### config.mk
export PLATFORM = sky130hd
export DESIGN_NAME = i2c_bus_arbiter
export DESIGN_NICKNAME = d
export VERILOG_FILES = /design/src/rtl/i2c_pkg.sv /design/src/rtl/i2c_bus_arbiter_picker.sv /design/src/rtl/i2c_bus_arbiter.sv
export SDC_FILE = /design/constraint.sdc
export NUM_CORES = 1
export LEC_CHECK = 0
export ABC_AREA = 0
export CORE_UTILIZATION = 30
export DETAILED_ROUTE_END_ITERATION = 10
export GPL_TIMING_DRIVEN = 0
export SETUP_SLACK_MARGIN = 0.5
export SKIP_LAST_GASP = 1
export SYNTH_ARGS = -nofsm -noshare
export SYNTH_HDL_FRONTEND = slang
export SYNTH_SLANG_ARGS = --single-unit
### constraint.sdc
create_clock -name clock -period 6.7 [get_ports clock]
set_clock_uncertainty 0.15 [all_clocks]
set_input_delay 1.34 -clock clock [delete_from_list [all_inputs] [get_ports clock]]
set_output_delay 1.34 -clock clock [all_outputs]
set_load 0.005 [all_outputs]
### src/rtl/i2c_pkg.sv
// Shared types and constants for the I2C bus arbiter.
package i2c_pkg;

  typedef enum logic [1:0] {
    IDLE  = 2'd0,
    OWNED = 2'd1,
    GAP   = 2'd2
  } arb_state_e;

  // Open-drain drive encoding used on every SCL/SDA drive signal.
  localparam logic DRIVE_LOW = 1'b0;
  localparam logic RELEASE   = 1'b1;

  // Width of a client index; never narrower than one bit.
  function automatic int CLIENT_INDEX_WIDTH(input int n);
    return (n < 2) ? 1 : $clog2(n);
  endfunction

endpackage

### src/rtl/i2c_bus_arbiter_picker.sv
// Round-robin picker: first asserted request starting at the pointer, with wrap.
module round_robin_picker #(
  parameter int N  = 4,
  parameter int IW = 2
) (
  input  logic [N-1:0]  req_i,
  input  logic [IW-1:0] ptr_i,
  output logic [N-1:0]  onehot_o,
  output logic [IW-1:0] index_o,
  output logic          valid_o
);

  // Walk pointer, pointer+1, ... modulo N and take the first hit.
  always_comb begin
    int j;
    logic [IW-1:0] jj;
    onehot_o = '0;
    index_o  = '0;
    valid_o  = 1'b0;
    for (int k = 0; k < N; k++) begin
      j = int'(ptr_i) + k;
      if (j >= N) j = j - N;
      jj = IW'(j);
      if (!valid_o && req_i[jj]) begin
        valid_o      = 1'b1;
        onehot_o[jj] = 1'b1;
        index_o      = jj;
      end
    end
  end

endmodule

### src/rtl/i2c_bus_arbiter.sv
// Round-robin owner of a shared open-drain I2C bus with idle gap and watchdog.
module i2c_bus_arbiter
  import i2c_pkg::*;
#(
  parameter int CLIENT_COUNT    = 4,
  parameter int IDLE_GAP_CYCLES = 500,
  parameter int TIMEOUT_CYCLES  = 0
) (
  input  logic                                      clock,
  input  logic                                      reset,
  input  logic [CLIENT_COUNT-1:0]                   request,
  output logic [CLIENT_COUNT-1:0]                   grant,
  input  logic [CLIENT_COUNT-1:0]                   client_scl_output,
  input  logic [CLIENT_COUNT-1:0]                   client_sda_output,
  input  logic                                      scl_input,
  input  logic                                      sda_input,
  output logic                                      scl_output,
  output logic                                      sda_output,
  output logic                                      busy,
  output logic [CLIENT_INDEX_WIDTH(CLIENT_COUNT)-1:0] owner,
  output logic                                      timeout
);

  localparam int IW = CLIENT_INDEX_WIDTH(CLIENT_COUNT);

  arb_state_e              state_q, state_d;
  logic [CLIENT_COUNT-1:0] grant_q, grant_d;
  logic [CLIENT_COUNT-1:0] lockout_q, lockout_d;
  logic [IW-1:0]           owner_q, owner_d;
  logic [IW-1:0]           ptr_q, ptr_d;
  logic                    timeout_q, timeout_d;
  logic [31:0]             hold_q, hold_d;
  logic [31:0]             gap_q, gap_d;

  logic [CLIENT_COUNT-1:0] pick_onehot;
  logic [IW-1:0]           pick_index;
  logic                    pick_valid;
  logic [IW-1:0]           next_ptr;
  logic                    bus_idle;

  round_robin_picker #(.N(CLIENT_COUNT), .IW(IW)) u_picker (
    .req_i    (request & ~lockout_q),
    .ptr_i    (ptr_q),
    .onehot_o (pick_onehot),
    .index_o  (pick_index),
    .valid_o  (pick_valid)
  );

  assign next_ptr = (owner_q == IW'(CLIENT_COUNT - 1)) ? '0 : owner_q + IW'(1);
  assign bus_idle = scl_input && sda_input;

  // Register all arbiter state; reset abandons any transfer in flight.
  always_ff @(posedge clock) begin
    if (reset) begin
      state_q   <= IDLE;
      grant_q   <= '0;
      lockout_q <= '0;
      owner_q   <= '0;
      ptr_q     <= '0;
      timeout_q <= 1'b0;
      hold_q    <= '0;
      gap_q     <= '0;
    end else begin
      state_q   <= state_d;
      grant_q   <= grant_d;
      lockout_q <= lockout_d;
      owner_q   <= owner_d;
      ptr_q     <= ptr_d;
      timeout_q <= timeout_d;
      hold_q    <= hold_d;
      gap_q     <= gap_d;
    end
  end

  // Next-state: grant from IDLE, release or watchdog from OWNED, idle gap in GAP.
  always_comb begin
    state_d   = state_q;
    grant_d   = grant_q;
    owner_d   = owner_q;
    ptr_d     = ptr_q;
    hold_d    = hold_q;
    gap_d     = gap_q;
    timeout_d = 1'b0;
    // A low request always clears that client's lockout.
    lockout_d = lockout_q & request;
    case (state_q)
      IDLE: begin
        if (pick_valid) begin
          state_d = OWNED;
          grant_d = pick_onehot;
          owner_d = pick_index;
          hold_d  = '0;
        end
      end
      OWNED: begin
        if (hold_q != '1) hold_d = hold_q + 32'd1;
        // Voluntary release wins over the watchdog in the same cycle.
        if (!request[owner_q]) begin
          state_d = GAP;
          grant_d = '0;
          ptr_d   = next_ptr;
          gap_d   = '0;
        end else if (TIMEOUT_CYCLES != 0 && hold_q == 32'(TIMEOUT_CYCLES - 1)) begin
          state_d            = GAP;
          grant_d            = '0;
          ptr_d              = next_ptr;
          gap_d              = '0;
          lockout_d[owner_q] = 1'b1;
          timeout_d          = 1'b1;
        end
      end
      GAP: begin
        if (!bus_idle) begin
          gap_d = '0;
        end else if (gap_q == 32'(IDLE_GAP_CYCLES - 1)) begin
          state_d = IDLE;
          gap_d   = '0;
        end else begin
          gap_d = gap_q + 32'd1;
        end
      end
      default: begin
        state_d = IDLE;
        grant_d = '0;
      end
    endcase
  end

  assign grant      = grant_q;
  assign owner      = owner_q;
  assign timeout    = timeout_q;
  assign busy       = (state_q == OWNED);
  // Only the owner reaches the pins; everything else sees a released bus.
  assign scl_output = busy ? client_scl_output[owner_q] : RELEASE;
  assign sda_output = busy ? client_sda_output[owner_q] : RELEASE;

endmodule

Word-level counts from Yosys, hierarchy flattened:

Cells that the tools add are included.
Widths: inputs -> output; s select.

* memories kept: 0
* RAM bits: 0
* memory bits (read-only): 0
* register bits: 46
* output and inout bits: 10
* latch bits: 0
* input bits: 16
* logic and storage cells: 115

* equal/unequal tests: 8
* shift operators: 0
* divide/modulo/power cells: 0
* multiplexer cells: 53
* add/sub/neg operators: 9
* magnitude comparators: 13
* bitwise gates (word level): 8
* reduce and logical (&&, ||, !) cells: 18
* multiply operators: 0

Operators by type and width (count)
* $mux 32: 3
* $pmux 32 s2: 1
* $add 32x1->32 const B: 1
* $eq 32x9->1 const B: 1
* $mux 2: 13
* $mux 4: 6
* $mux 1: 17
* $lt 2x3->1 const B: 5
* $bmux 1 s2: 7
* $or 4x4->4: 3
* $pmux 4 s3: 1
* $ge 3x3->1 const B: 3
* $and 4x4->4: 2
* $demux 1 s2: 4
* $ge 2x1->1 const B: 4
* $logic_and 1x1->1: 8
* $ne 2x2->1 const B: 4
* $sub 2x1->2 const B: 4
* $add 2x2->3 const B: 2
* $pmux 2 s3: 1
* $reduce_and 2->1: 3
* $eq 2x2->1 const B: 2
* $not 4->4: 1
* $reduce_and 4->1: 1
* 9 further kinds: 12

Longest topological paths before layout:

Gate-level depths: netlist of the first run.

* word-level depth: 16
* gate-level depth with buffers: 8
* mapped depth without buffers: 7

Modules after synthesis:

Synthesis of the first run repeated with hierarchy kept, for this count alone.

* cell total of the unflattened synthesis: 293
* area, all modules: 2700.1 µm²

By module, submodules not included
* i2c_bus_arbiter: cells each 248, area an instance 2278.4 µm², instances 1
* round_robin_picker: cells each 45, area an instance 421.7 µm², instances 1

Worst setup path before layout of the first run:

No wires, ideal clock.

* path kind: input to output
* start point: in client_scl_output[1]
* end point: out scl_output
* data required time: 5210 ps
* path buffers: 0
* path slack: 3252 ps
* arrival: 1958 ps
* stages on the path: 2
* cells stage by stage: mux4_1 nand2b_1

* word-level cells in the longest chain between the ends: 3

Ends and longest elaborated chain
* from (decl): RTL line i2c_bus_arbiter.sv:13 `input logic [CLIENT_COUNT-1:0] client_scl_output,`
* $bmux 1 s2: RTL line i2c_bus_arbiter.sv:134 `assign scl_output = busy ? client_scl_output[owner_q] : RELEASE;`
* $mux 1 (not written as such): RTL line i2c_bus_arbiter.sv:134
* $mux 1: RTL line i2c_bus_arbiter.sv:134
* to (decl): RTL line i2c_bus_arbiter.sv:17 `output logic scl_output,`

No other way between the ends. The select of a mux whose other input is x is not followed.

Final worst setup path of the first run:

* start point: in client_sda_output[1]
* end point: out sda_output

* word-level cells in the longest chain between the ends: 3

Ends and longest elaborated chain
* from (decl): RTL line i2c_bus_arbiter.sv:14 `input logic [CLIENT_COUNT-1:0] client_sda_output,`
* $bmux 1 s2: RTL line i2c_bus_arbiter.sv:135 `assign sda_output = busy ? client_sda_output[owner_q] : RELEASE;`
* $mux 1 (not written as such): RTL line i2c_bus_arbiter.sv:135
* $mux 1: RTL line i2c_bus_arbiter.sv:135
* to (decl): RTL line i2c_bus_arbiter.sv:18 `output logic sda_output,`

No other way between the ends. The select of a mux whose other input is x is not followed.

==> results of run 1 <==
==> worst max path at each step <==
stage / endpoint / depth (start not counted)
2_1_floorplan: scl_output / 2
3_3_place_gp: scl_output / 4
3_5_place_dp: sda_output / 4
4_1_cts: sda_output / 4
5_1_grt: sda_output / 4
6_report: sda_output / 4
==> through the flow <==
stage	instance area, µm²	total power, mW	utilization [%]
global route	3140	0.740	36.2
finish	3140	0.690	36.2
CTS	3140	0.699	36.2
global placement	3050	0.521	35.1
detailed placement	3050	0.527	35.1
floorplan	2670	0.455	-
==> logic make-up after synthesis <==
family          count (synthesis)
simple gates                  167
compound gates                 38
other cells                     1
buf+inv                        19
xor+xnor                       30
mux                             7
fa+ha+maj                      10
flops                          46
==> layout by cell type (no fill, tap or decap), types with 3 or more instances in the layout <==
cell type        instances
a21oi_1                  8
xor2_1                   3
clkdlybuf4s50_1         24
inv_1                    6
nand2b_1                 8
o21ai_0                  6
nand3_1                 16
nor2_1                  62
clkbuf_1                 6
a211oi_1                 4
clkbuf_8                 6
a22o_1                   4
dfxtp_1                 46
nor4_1                   8
nand2_1                 22
nor2_2                   3
nor3_1                  19
nor2b_1                  5
ha_1                    10
or2_2                    3
xnor2_1                 27
a221oi_1                 4
==> routing by layer <==
metal	vias to the layer above	track usage, %
li1	1172	-
met1	1053	15.3
met2	47	22.1
met3	6	2.97
met4	0	3.31
met5	-	0
==> cell usage after synthesis, drive strengths merged, types with 5 or more instances <==
cell type	count	area, µm²
nand3	16	80.1
ha	10	125
buf	6	42.5
nor3	20	105
nor2b	5	31.3
xnor2	27	236
nand2	22	82.6
clkbuf	6	23.8
nor4	9	62.6
inv	7	26.3
nor2	65	251
nand2b	8	50.1
o21ai	7	35.0
a21oi	8	40.0
dfxtp	46	921
==> flip-flops by register name, summed over array words and instances (netlist names) <==
register	count
gap_q	32
grant	4
ptr_q	2
owner	2
lockout_q	4
state_q	2
==> critical path, stage by stage <==
cell and delay, ps:
clkdlybuf4s50_1 400, mux4_1 500, nand2b_1 150, clkdlybuf4s50_1 440
==> layout make-up <==
cell class / count / area share [%]
plain buffers: 12 / 2.11
clock buffers: 7 / 2.75
clock inverters: 1 / 0.159
inverters: 7 / 0.837
multi-input cells: 253 / 52.9
flip-flops and latches: 46 / 29.3
well taps: 108 / 4.30
repair buffers: 24 / 7.65
==> power groups by stage <==
stage          Clock, mW  Combinational, mW  Sequential [mW]
6_report           0.172              0.209            0.309
5_1_grt            0.193              0.236            0.312
4_1_cts            0.179              0.212            0.309
3_5_place_dp           0              0.212            0.315
3_3_place_gp           0              0.206            0.315
2_1_floorplan          0              0.143            0.311
==> impl_metrics.toml, run 1 <==
[outcome]
status = "finished clean"

[synthesis]
postSynthCellCount = 318
synthAdderAreaFrac_pct = 4.68
synth_compound_area_share_pct = 10.7
synth_cell_types = 57
synth_edf_count = 0
async_flop_share_pct = 0
syn_area_mm2 = 0.00267
synthMuxAreaShare_pct = 4.87
synth.avg_cell_area_um2 = 8.41
synthSimpleGateAreaFrac_pct = 31.9
synth_xor_xnor_area_share_pct = 9.83
synth_top_family_by_area = "simple AND/OR/NAND/NOR gates"
synth_ff_type = "dfxtp_1"
syn_nets = 344
ys_seq_area_share_pct = 34.4
synth_seq_cells = 46
yosysWarnings = 0

[worst_setup_path]
r2r-end = "grant[3]$_SDFFE_PP0P_"
critPathLaunchType = "input port"
crit_type = "in2out"
end_kind = "output pin"
crit_required_ps = 5210
rr_worst_depth = 8
crit_path_max_fanout = 1
crit_path_start = "client_sda_output[1]"
r2r_start = "ptr_q[1]$_SDFFE_PP0P_"
r2r_slack_ps = 3610
critPathArrivalTime_ps = 2840

[route]
drc = 0
dr_wl_met2_um = 2630
top_layer_used = "met4"
antenna_left = 0
detail_route.iter0.violations = 103
wl_met1_um = 2630
vias_per_cell = 4.97
drt-total-wl_um = 5570
dr_wl_met3_um = 254
routedWlPerCell_um = 12.2
vias = 2278
firstDrtPassIters = 4

[placed_design]
dp_cells = 450
hpwl_um = 4130
gp_congestion = 0.795
dp_slack_ps = 2360
io_buffers = 24

[clocking]
htreeDepth = 2
cts_sinks = 46
clock_latency_ps = 300
clk_pin_slew_ps = 70
post_cts_buffers = 0
cts_tree = "built"
cts-resized-gates = 0
cts_root_buf = "clkbuf_8"
ctsLongestPathBuffers = 2
cts_hold_buf = 0
cts_buffers = 5

[sta]
finalCritPeriodShare_pct = 64.6
worst_slew_pin_slew_ps = 828
slew_headroom_pct = 44.1
rsz0062_at_grt = "no"
hold_viol = 0
drv_slew = 0
finalWorstSetupSlack_ps = 2370
setup_viol = 0
max_freq_mhz = 231
tns_ps = 0
hold_ws_ps = 307
min_period_ps = 4330

[floorplan]
die_w_um = 96.4
floorplan.initialDensity_pct = 30.8
coreArea_mm2 = 0.00868
dieArea_mm2 = 0.00929
row_count = 34
io_pins = 26
die_y_um = 96.4

[global_route]
grt_pass1_wl_um = 9180
track_usage_pct = 12.6
grt_pass1_vias = 2029
grt_antenna_before_repair = 0
grt_max_degree = 14
overflow = 0

[power]
seq_power_share_pct = 44.7
p_sw_share_pct = 31.1
p_int_uw = 475
leakage_nw = 1.01
p_sw_uw = 215
ir_drop_v = 0.0000638
comb_power_share_pct = 30.3
p_clk_share_pct = 24.9
power.density_mw_per_mm2 = 220

[cells_and_area]
fill_cells = 901
drive_above_1_share_pct = 9.14
multi_input_area_mm2 = 0.00166
area_growth_pct = 17.5
nets = 375
regArea_um2 = 921
antennaDiodeCount = 0
instances_no_fill = 458

[worst_hold_path]
hp-start = "lockout_q[0]$_SDFF_PP0_"
min_to = "lockout_q[0]$_SDFF_PP0_"
hp-class = "reg2reg"
hold_depth = 2

[flow_run]
cap_viol_max_count = 0
Power figures use the tool's default switching activity.
==> run 2: changes to the inputs <==
- clock period: 6.7 -> 3.6 ns (I/O delays scaled with it)
==> run 2 against run 1 <==
Non-clock buffer count is the same. Flip-flop and latch count is the same. Worst hold slack is essentially flat. First-iteration DRC count shrank 3.9%. Largest cell class unchanged.
==> impl_metrics.toml, run 2 (same netlist as run 1, synthesis figures left out) <==
[worst_setup_path]
end_kind = "flop"
critPathArrivalTime_ps = 2940
r2r_slack_ps = 680
r2r_start = "ptr_q[1]$_SDFFE_PP0P_"
rr_worst_depth = 8
crit_path_max_fanout = 9
critPathLaunchType = "flop"
crit_path_cell_trace = "clkbuf_1 -> inv_1 -> ha_1 -> mux4_2 -> and2b_1 -> a22o_1 -> a221oi_1 -> a211oi_1"
r2r-end = "grant[2]$_SDFFE_PP0P_"
path_depth = 8
worst-path-buf-inv = 2
slowest_delay_ps = 450
crit_family = "compound AO/OA/AOI/OAI gates"
crit_required_ps = 3620
crit_type = "reg2reg"
crit_slowest_cell = "ha_1"

[cells_and_area]
antennaDiodeCount = 0
fin_util_pct = 36.3
final_common_cell = "nor2_1"
largest_reg_flops = 32
fill_cells = 899
instances_no_fill = 458
nets = 375
regMostFlops = "gap_q"
area_growth_pct = 17.8
drive_above_1_share_pct = 9.43
final_cell_mix = "62 x nor2_1, 46 x dfxtp_1, 27 x xnor2_1"

[clocking]
cts_tree = "built"
cts_buffers = 5
cts_root_buf = "clkbuf_8"
ctsLongestPathBuffers = 2
clk_pin_slew_ps = 80
cts_sinks = 46
clock_latency_ps = 300
htreeDepth = 2

[global_route]
grt_pass1_vias = 2029
grt_pass1_wl_um = 9180
grt_antenna_before_repair = 0
grt_max_degree = 14
overflow = 0
track_usage_pct = 12.6

[sta]
tns_ps = 0
rsz0062_at_grt = "no"
slew_headroom_pct = 65.9
setup_viol = 0
max_freq_mhz = 342
finalCritPeriodShare_pct = 81.1
min_period_ps = 2920
hold_viol = 0
worst_slew_pin_slew_ps = 506
drv_slew = 0

[floorplan]
floorplan.initialDensity_pct = 30.8
dieArea_mm2 = 0.00929
die_w_um = 96.4
coreArea_mm2 = 0.00868
io_pins = 26
row_count = 34
die_y_um = 96.4

[power]
p_int_uw = 882
p_sw_uw = 402
p_sw_share_pct = 31.3
p_clk_share_pct = 25.0
leakage_nw = 1.02
comb_power_share_pct = 30.2
ir_drop_v = 0.000120
seq_power_share_pct = 44.8
power.density_mw_per_mm2 = 408

[route]
drt-total-wl_um = 5560
vias_per_cell = 4.93
antenna_left = 0
drc = 0
firstDrtPassIters = 4
detail_route.iter0.violations = 99
vias = 2256
routedWlPerCell_um = 12.1

[worst_hold_path]
hp-start = "lockout_q[0]$_SDFF_PP0_"
hp-class = "reg2reg"
min_to = "lockout_q[0]$_SDFF_PP0_"
hold_depth = 2

[placed_design]
io_buffers = 24
hpwl_um = 4130
gp_congestion = 0.795
dp_cells = 450

[flow_run]
cap_viol_max_count = 0

[outcome]
status = "finished clean"
==> run 2: cell types whose count changed in the layout (fill, tap and decap cells not counted), sizes merged <==
cell | previous run | this run
dlygate4sd2 | 0 | 1
dlymetal6s2s | 0 | 1
clkdlybuf4s50 | 24 | 22
==> run 2: per-stage QoR <==
| step | worst slack [ps] | cell area [µm²] | hold WS (ps) | power, mW |
|---|---|---|---|---|
| floorplan | 1120 | 2670 | 275 | 0.846 |
| global placement | 386 | 3050 | 290 | 0.969 |
| detailed placement | 372 | 3050 | 298 | 0.981 |
| CTS | 514 | 3140 | 311 | 1.30 |
| global route | 503 | 3150 | 327 | 1.38 |
| finish | 680 | 3150 | 307 | 1.28 |
==> run 2: power groups by stage <==
| stage | sequential (mW) | clock, mW | combinational, mW |
|---|---|---|---|
| after floorplan | 0.579 | 0 | 0.267 |
| after global placement | 0.585 | 0 | 0.384 |
| after detailed placement | 0.587 | 0 | 0.394 |
| after CTS | 0.575 | 0.332 | 0.393 |
| after global routing | 0.580 | 0.359 | 0.437 |
| final | 0.575 | 0.321 | 0.388 |
==> run 2: final cells by class <==
| type | count | area [µm²] | share of cell area [%] |
|---|---|---|---|
| Timing Repair Buffer | 24 | 241 | 7.67 |
| Buffer | 12 | 66.3 | 2.11 |
| Clock buffer | 7 | 86.3 | 2.74 |
| Clock inverter | 1 | 5.00 | 0.159 |
| Sequential cell | 46 | 921 | 29.2 |
| Multi-Input combinational cell | 253 | 1670 | 53.0 |
| Inverter | 7 | 26.3 | 0.834 |
| Tap cell | 108 | 135 | 4.29 |
==> run 2: worst max path at each step <==
stage	from	to	slack [ps]
detailed placement	request[3]	grant[1]$_SDFFE_PP0P_	370
global route	ptr_q[1]$_SDFFE_PP0P_	grant[3]$_SDFFE_PP0P_	500
global placement	request[3]	grant[3]$_SDFFE_PP0P_	390
finish	ptr_q[1]$_SDFFE_PP0P_	grant[2]$_SDFFE_PP0P_	680
floorplan	ptr_q[1]$_SDFFE_PP0P_	grant[2]$_SDFFE_PP0P_	1120
CTS	client_scl_output[1]	scl_output	510
==> run 2: timing repair <==
item	in CTS	in global routing
gates cloned	0	0
buffers inserted	0	0
resized for setup	1	2
hold buffers	0	0
endpoints found under the setup margin	1	5
==> run 2: layer usage <==
layer	vias to the layer above	track usage, %	part of all wire [%]
met5	-	0	0
met4	0	3.31	0.77
met3	6	2.97	4.1
met2	38	22.1	47
met1	1038	15.3	48
li1	1174	-	-
==> run 2: worst reg2reg max path, stage by stage, from the launching register on <==
cell and delay [ps]:
dfxtp_1 410, clkbuf_1 330, inv_1 220, ha_1 450, mux4_2 370, and2b_1 250
a22o_1 200, a221oi_1 280, a211oi_1 120
==> RTL edit 1 (config.mk and constraints of run 2) <==
`TIMEOUT_CYCLES`: 0 -> 1.
--- a/src/rtl/i2c_bus_arbiter.sv
+++ b/src/rtl/i2c_bus_arbiter.sv
@@ -6,3 +6,3 @@
   parameter int IDLE_GAP_CYCLES = 500,
-  parameter int TIMEOUT_CYCLES  = 0
+  parameter int TIMEOUT_CYCLES  = 1
 ) (
Function: changed (a bounded check fails within 4 cycles, from zero or initial values and one cycle with reset high).
==> RTL edit 1 against run 2 <==
- register-to-register slack better by 0.13 ns
- final area up 63%
- largest cell class unchanged
- wire length increased by 86%
- utilization increased by 0.38 points
- final cell count increased by 59%
- sequential cell count up 33
- first-iteration DRC count rose to 2.7 times the old value
- area after synthesis grew 62%
- critical path depth did not move
- sequential share of layout area grew 1.6 points
- total power is 140% higher
- setup slack lost 0.0085 ns
==> RTL edit 1: results (changes against run 2) <==
* Synth Area per Inst at 8.568 um^2 (was 8.408 um^2)
* Wire per inst at 14.18 um (was 12.14 um)
* CP arrival at 3.04 ns (was 2.94 ns)
* Sequential fraction of design power at 32.2% (was 44.8%)
* Psw at 1135 uW (was 401.7 uW)
* Buffers, non-clock at 45 (was 36)
* Port Buffers at 25 (was 24)
* CTS Buf Count at 9 (was 5)
* H-tree depth at 3 (was 2)
* Critical path class: input pin to register (was register to register)
* ClkCell Share at 5.683% (was 2.900%)
* Pin count of the biggest net entering global routing at 13 (was 14)
* Clock slew at reported path FFs at 0.06 ns (was 0.08 ns)
* Leakage at 0.001848 uW (was 0.001016 uW)
* Area contributors post-synth: dfxtp_1, xor2_1, nor2_1 (was dfxtp_1, xnor2_1, nor2_1)
* Setup Fix Bufs, Post-CTS at 0 (unchanged)
* Clock latency on the worst-skew pair at 0.33 ns (was 0.30 ns)
* DP HPWL at 7532 um (was 4128 um)
* Fin nets at 577 (was 375)
* Status: finished, final reports clean (unchanged)
* Syn nets at 541 (was 344)
* Number of non-clock inverters at 18 (was 7)
* M1 WL at 5066 um (was 2676 um)
* Unique masters post-synth at 59 (was 57)
* Worst r2r src: ptr_q[0] (was ptr_q[1])
* Worst setup path start: request[2] (was ptr_q[1])
* Clock Buffer Count at 12 (was 7)
* NonClk Buf Share at 7.098% (was 9.774%)
* Worst rel slew slack at 32.96% (was 65.88%)
* Reg-to-reg slack, setup at 0.81 ns (was 0.68 ns)
* Placed cell count at 712 (was 450)
* Placer congestion estimate at 0.7996 (was 0.7950)
* Vias in the first global route at 3,629 (was 2,029)
* Root Driver: clkbuf_16 (was clkbuf_8)
* P_clk at 899 uW (was 321 uW)
* VDD IR max at 0.0002641 V (was 0.0001200 V)
* Reg2reg end: owner[0] (was grant[2])
* Register share of the cell area at 30.83% (was 29.24%)
* Met2 wire len at 4821 um (was 2608 um)
* Seq/Total Area, Yosys at 36.41% (was 34.44%)
* Multi-input combinational area share at 50.68% (was 52.96%)
* Vias after detailed routing at 3,807 (was 2,256)
* First-pass GRT wire length at 17,040 um (was 9183 um)
* Multi-In Gates at 390 (was 253)
* Worst-path maximum fanout at 5 (was 9)
* Initial drt markers at 263 (was 99)
## RTL edit 1: worst max-delay path: stages
cell	delay (ns)
clkdlybuf4s50_1	0.52
nor3b_1	0.44
nor2_1	0.14
or3_1	0.33
a21oi_1	0.37
nor3_1	0.07
or3_1	0.31
a21oi_1	0.13
## RTL edit 1: repair_timing
action / in CTS / in global routing
endpoints found under the hold margin: 0 / 0
endpoints found under the setup margin: 13 / 18
resized for setup: 2 / 7
cloned: 0 / 0
## RTL edit 1: worst min path at each step
stage	from	end
after floorplan	lockout_q[1]	lockout_q[1]
after global placement	gap_q[31]	gap_q[31]
after detailed placement	gap_q[31]	gap_q[31]
after CTS	gap_q[31]	gap_q[31]
after global routing	grant[2]	grant[2]
final	grant[0]	grant[0]
## RTL edit 1: through the flow
step | hold slack, ns | power (uW) | util, % | area (um^2) | worst slack (ns)
6_report | 0.3320 | 3108 | 36.67 | 5130 | 0.6712
5_1_grt | 0.3577 | 3306 | 36.67 | 5130 | 0.5098
4_1_cts | 0.3280 | 3129 | 36.57 | 5116 | 0.5218
3_5_place_dp | 0.3201 | 2208 | 34.45 | 4820 | 0.1302
3_3_place_gp | 0.3111 | 2202 | 34.45 | 4820 | 0.1483
2_1_floorplan | 0.2965 | 1843 | - | 4344 | 1.099
## RTL edit 1: cell families after synthesis
kind of cell	share of synthesized area [%]
AND/OR/NAND/NOR	32.06
adder cells (fa/ha/maj)	5.184
XOR/XNOR	9.476
multiplexers	3.514
AO/OA/AOI/OAI	9.390
buffers and inverters	3.975
flip-flops	36.41
## RTL edit 1: per-layer routing
layer  vias up  global-route usage (%)
met2        59                   23.42
met3        11                   2.974
li1       1906                       -
met5         -                       0
met1      1831                   18.52
met4         0                   3.887
==> RTL edit 2 (flow settings as in run 2) <==
Without the edit above. Encoding of `arb_state_e`: now one-hot (3 bits for 3 states).
--- a/src/rtl/i2c_pkg.sv
+++ b/src/rtl/i2c_pkg.sv
@@ -3,6 +3,6 @@
 
-  typedef enum logic [1:0] {
-    IDLE  = 2'd0,
-    OWNED = 2'd1,
-    GAP   = 2'd2
+  typedef enum logic [2:0] {
+    IDLE  = 3'b001,
+    OWNED = 3'b010,
+    GAP   = 3'b100
   } arb_state_e;
Check against the original RTL: no difference found for any inputs over 10 cycles, from zero or initial values and one cycle with reset high; not proved beyond that.
==> RTL edit 2 against run 2 <==
- via count up 2.8%
- setup slack improved by 0.095 ns
- non-clock buffer count unchanged
- area after synthesis grew 1.3%
- critical path depth is 2 higher
- die area up 1.3%
- final area rose by 1.1%
- sequential share of layout area grew 0.31 points
- sequential cell count rose by 1
- wire length increased by 4.8%
Power is not compared: it rests on default switching activity, and its combinational part moved more than twofold at a synthesized area within 25%.
==> RTL edit 2: results (changes against run 2) <==
* Status: finished, final reports clean (unchanged)
* Top delay family on crit path: compound AO/OA/AOI/OAI gates (unchanged)
* Ys Warns at 0 (unchanged)
* Share of layout cells above drive strength 1 at 11.49% (was 9.429%)
* Worst-path maximum fanout at 10 (was 9)
* GRT Util Overall at 12.72% (was 12.56%)
* Clock latency on the worst-skew pair at 0.30 ns (about the same)
* Synth Flop Type: dfxtp_1 (unchanged)
* Pre-CTS setup slack at 0.4950 ns (was 0.3725 ns)
* Seq/Total Area, Yosys at 34.73% (was 34.44%)
* GR Layer Usage met1 at 16.09% (was 15.30%)
* Met3 GRT Util at 2.601% (was 2.973%)
* First-pass GRT wire length at 10,140 um (was 9183 um)
* Post-CTS sizing at 0 (was 1)
* Leakage at 0.001076 uW
* Syn nets at 342 (was 344)
* Pin count of the biggest net entering global routing at 16 (was 14)
* N_diodes at 0 (unchanged)
* Async set-reset flop share out of synthesis at 0% (unchanged)
* Synth top cells by count: nor2_1, dfxtp_1, nand2_1 (was nor2_1, dfxtp_1, xnor2_1)
* Met2 usage at 21.78% (was 22.10%)
* Worst hold path class: register to register (unchanged)
* CP arrival at 2.90 ns (was 2.94 ns)
* Largest register FFs at 32 (unchanged)
* Vias in the first global route at 2,252 (was 2,029)
* Most flops, register: gap_q (unchanged)
* Placer congestion estimate at 0.7779 (was 0.7950)
* CTS Buffer Depth at 2 (unchanged)
* Antenna violations before repair at 0 (unchanged)
* Core ar. at 8721 um^2 (was 8678 um^2)
* H-tree depth at 2 (unchanged)
* VDD IR max at 0.0001737 V
* Clock slew at reported path FFs at 0.08 ns (about the same)
* Via/cell ratio at 5.086 (was 4.926)
* Port Buffers at 24 (unchanged)
* Area contributors post-synth: dfxtp_1, nor2_1, xnor2_1 (was dfxtp_1, xnor2_1, nor2_1)
* Final ANT Viol Nets at 0 (unchanged)
* Area after DPL at 3084 um^2 (was 3049 um^2)
* Root Driver: clkbuf_8 (unchanged)
* Drt pass-1 iters at 4 (unchanged)
* DP HPWL at 4366 um (was 4128 um)
* Slew @ Worst Pin at 0.5350 ns (was 0.5063 ns)
* Slowest cell on crit path: dfxtp_1 (was ha_1)
* WL final at 5825 um (was 5558 um)
* Unique masters post-synth at 54 (was 57)
* Slowest cell delay on critical path at 0.43 ns (was 0.45 ns)
* Fin nets at 373 (was 375)
* Initial drt markers at 86 (was 99)
* Setup Fix Bufs, Post-CTS at 0 (unchanged)
* CTS Buf Count at 5 (unchanged)
[RTL edit 2: cell types whose count changed after synthesis, moves of 5 or more]
cell	delta
nor3_1	-12
xor2_1	+12
nand2_1	+8
nor2_1	-11
nand4_1	+8
xnor2_1	-10
o21ai_0	+5
[RTL edit 2: layout make-up]
class / instances / area, um^2
clock inverter: 2 / 17.52
clock buffer: 6 / 72.57
fill: 890 / 5537
timing repair buffer: 24 / 245.2
inverter: 4 / 15.01
sequential: 47 / 940.9
multi-input combinational: 253 / 1692
buffer: 12 / 66.31
tap: 108 / 135.1
[RTL edit 2: cells by family after synthesis]
family / count (synthesis) / synth area share, %
AND/OR/NAND/NOR: 162 / 31.82
adder cells (fa/ha/maj): 10 / 4.619
buffers and inverters: 16 / 2.956
AO/OA/AOI/OAI: 43 / 11.41
multiplexers: 5 / 3.972
XOR/XNOR: 32 / 10.35
other: 1 / 0.1384
flip-flops: 47 / 34.73
[RTL edit 2: path summary, 6_finish.rpt]
check,startpoint,end,slack [ns],cells past startpoint
max reg2reg,ptr_q[0],grant[2],0.77,10
min,lockout_q[0],lockout_q[0],0.30,2
max,ptr_q[0],grant[2],0.77,10
min reg2reg,lockout_q[0],lockout_q[0],0.30,2
[RTL edit 2: stage by stage]
| step | util (%) | hold WS [ns] | cells |
|---|---|---|---|
| final | 36.51 | 0.3011 | 456 |
| after global routing | 36.51 | 0.3312 | 456 |
| after CTS | 36.40 | 0.3036 | 456 |
| after detailed placement | 35.37 | 0.2893 | 448 |
| after global placement | 35.37 | 0.2858 | 448 |
| after floorplan | - | 0.2748 | 316 |
[RTL edit 2: per-layer routing]
metal,vias to the layer above,share of wire (%),wire length (um)
met5,-,0,0
met4,0,0.62,36
met3,4,2.8,166
met2,35,47,2738
met1,1102,50,2884
li1,1178,-,-
[RTL edit 2: worst register-to-register path: stages, from the launching register on]
cell and delay (ns):
dfxtp_1 0.43, buf_2 0.26, inv_1 0.19, ha_1 0.34
clkbuf_2 0.18, nor2b_1 0.17, a22o_1 0.26, a211oi_2 0.39
a32o_1 0.24, a221oi_1 0.05, o21ai_0 0.10
[RTL edit 2: power breakdown]
part | internal (uW) | total, uW | switching [uW]
registers | 533 | 549 | 16.7
logic | 83.6 | 173 | 89.5
clock network | 140 | 322 | 182
total | 756 | 1040 | 289
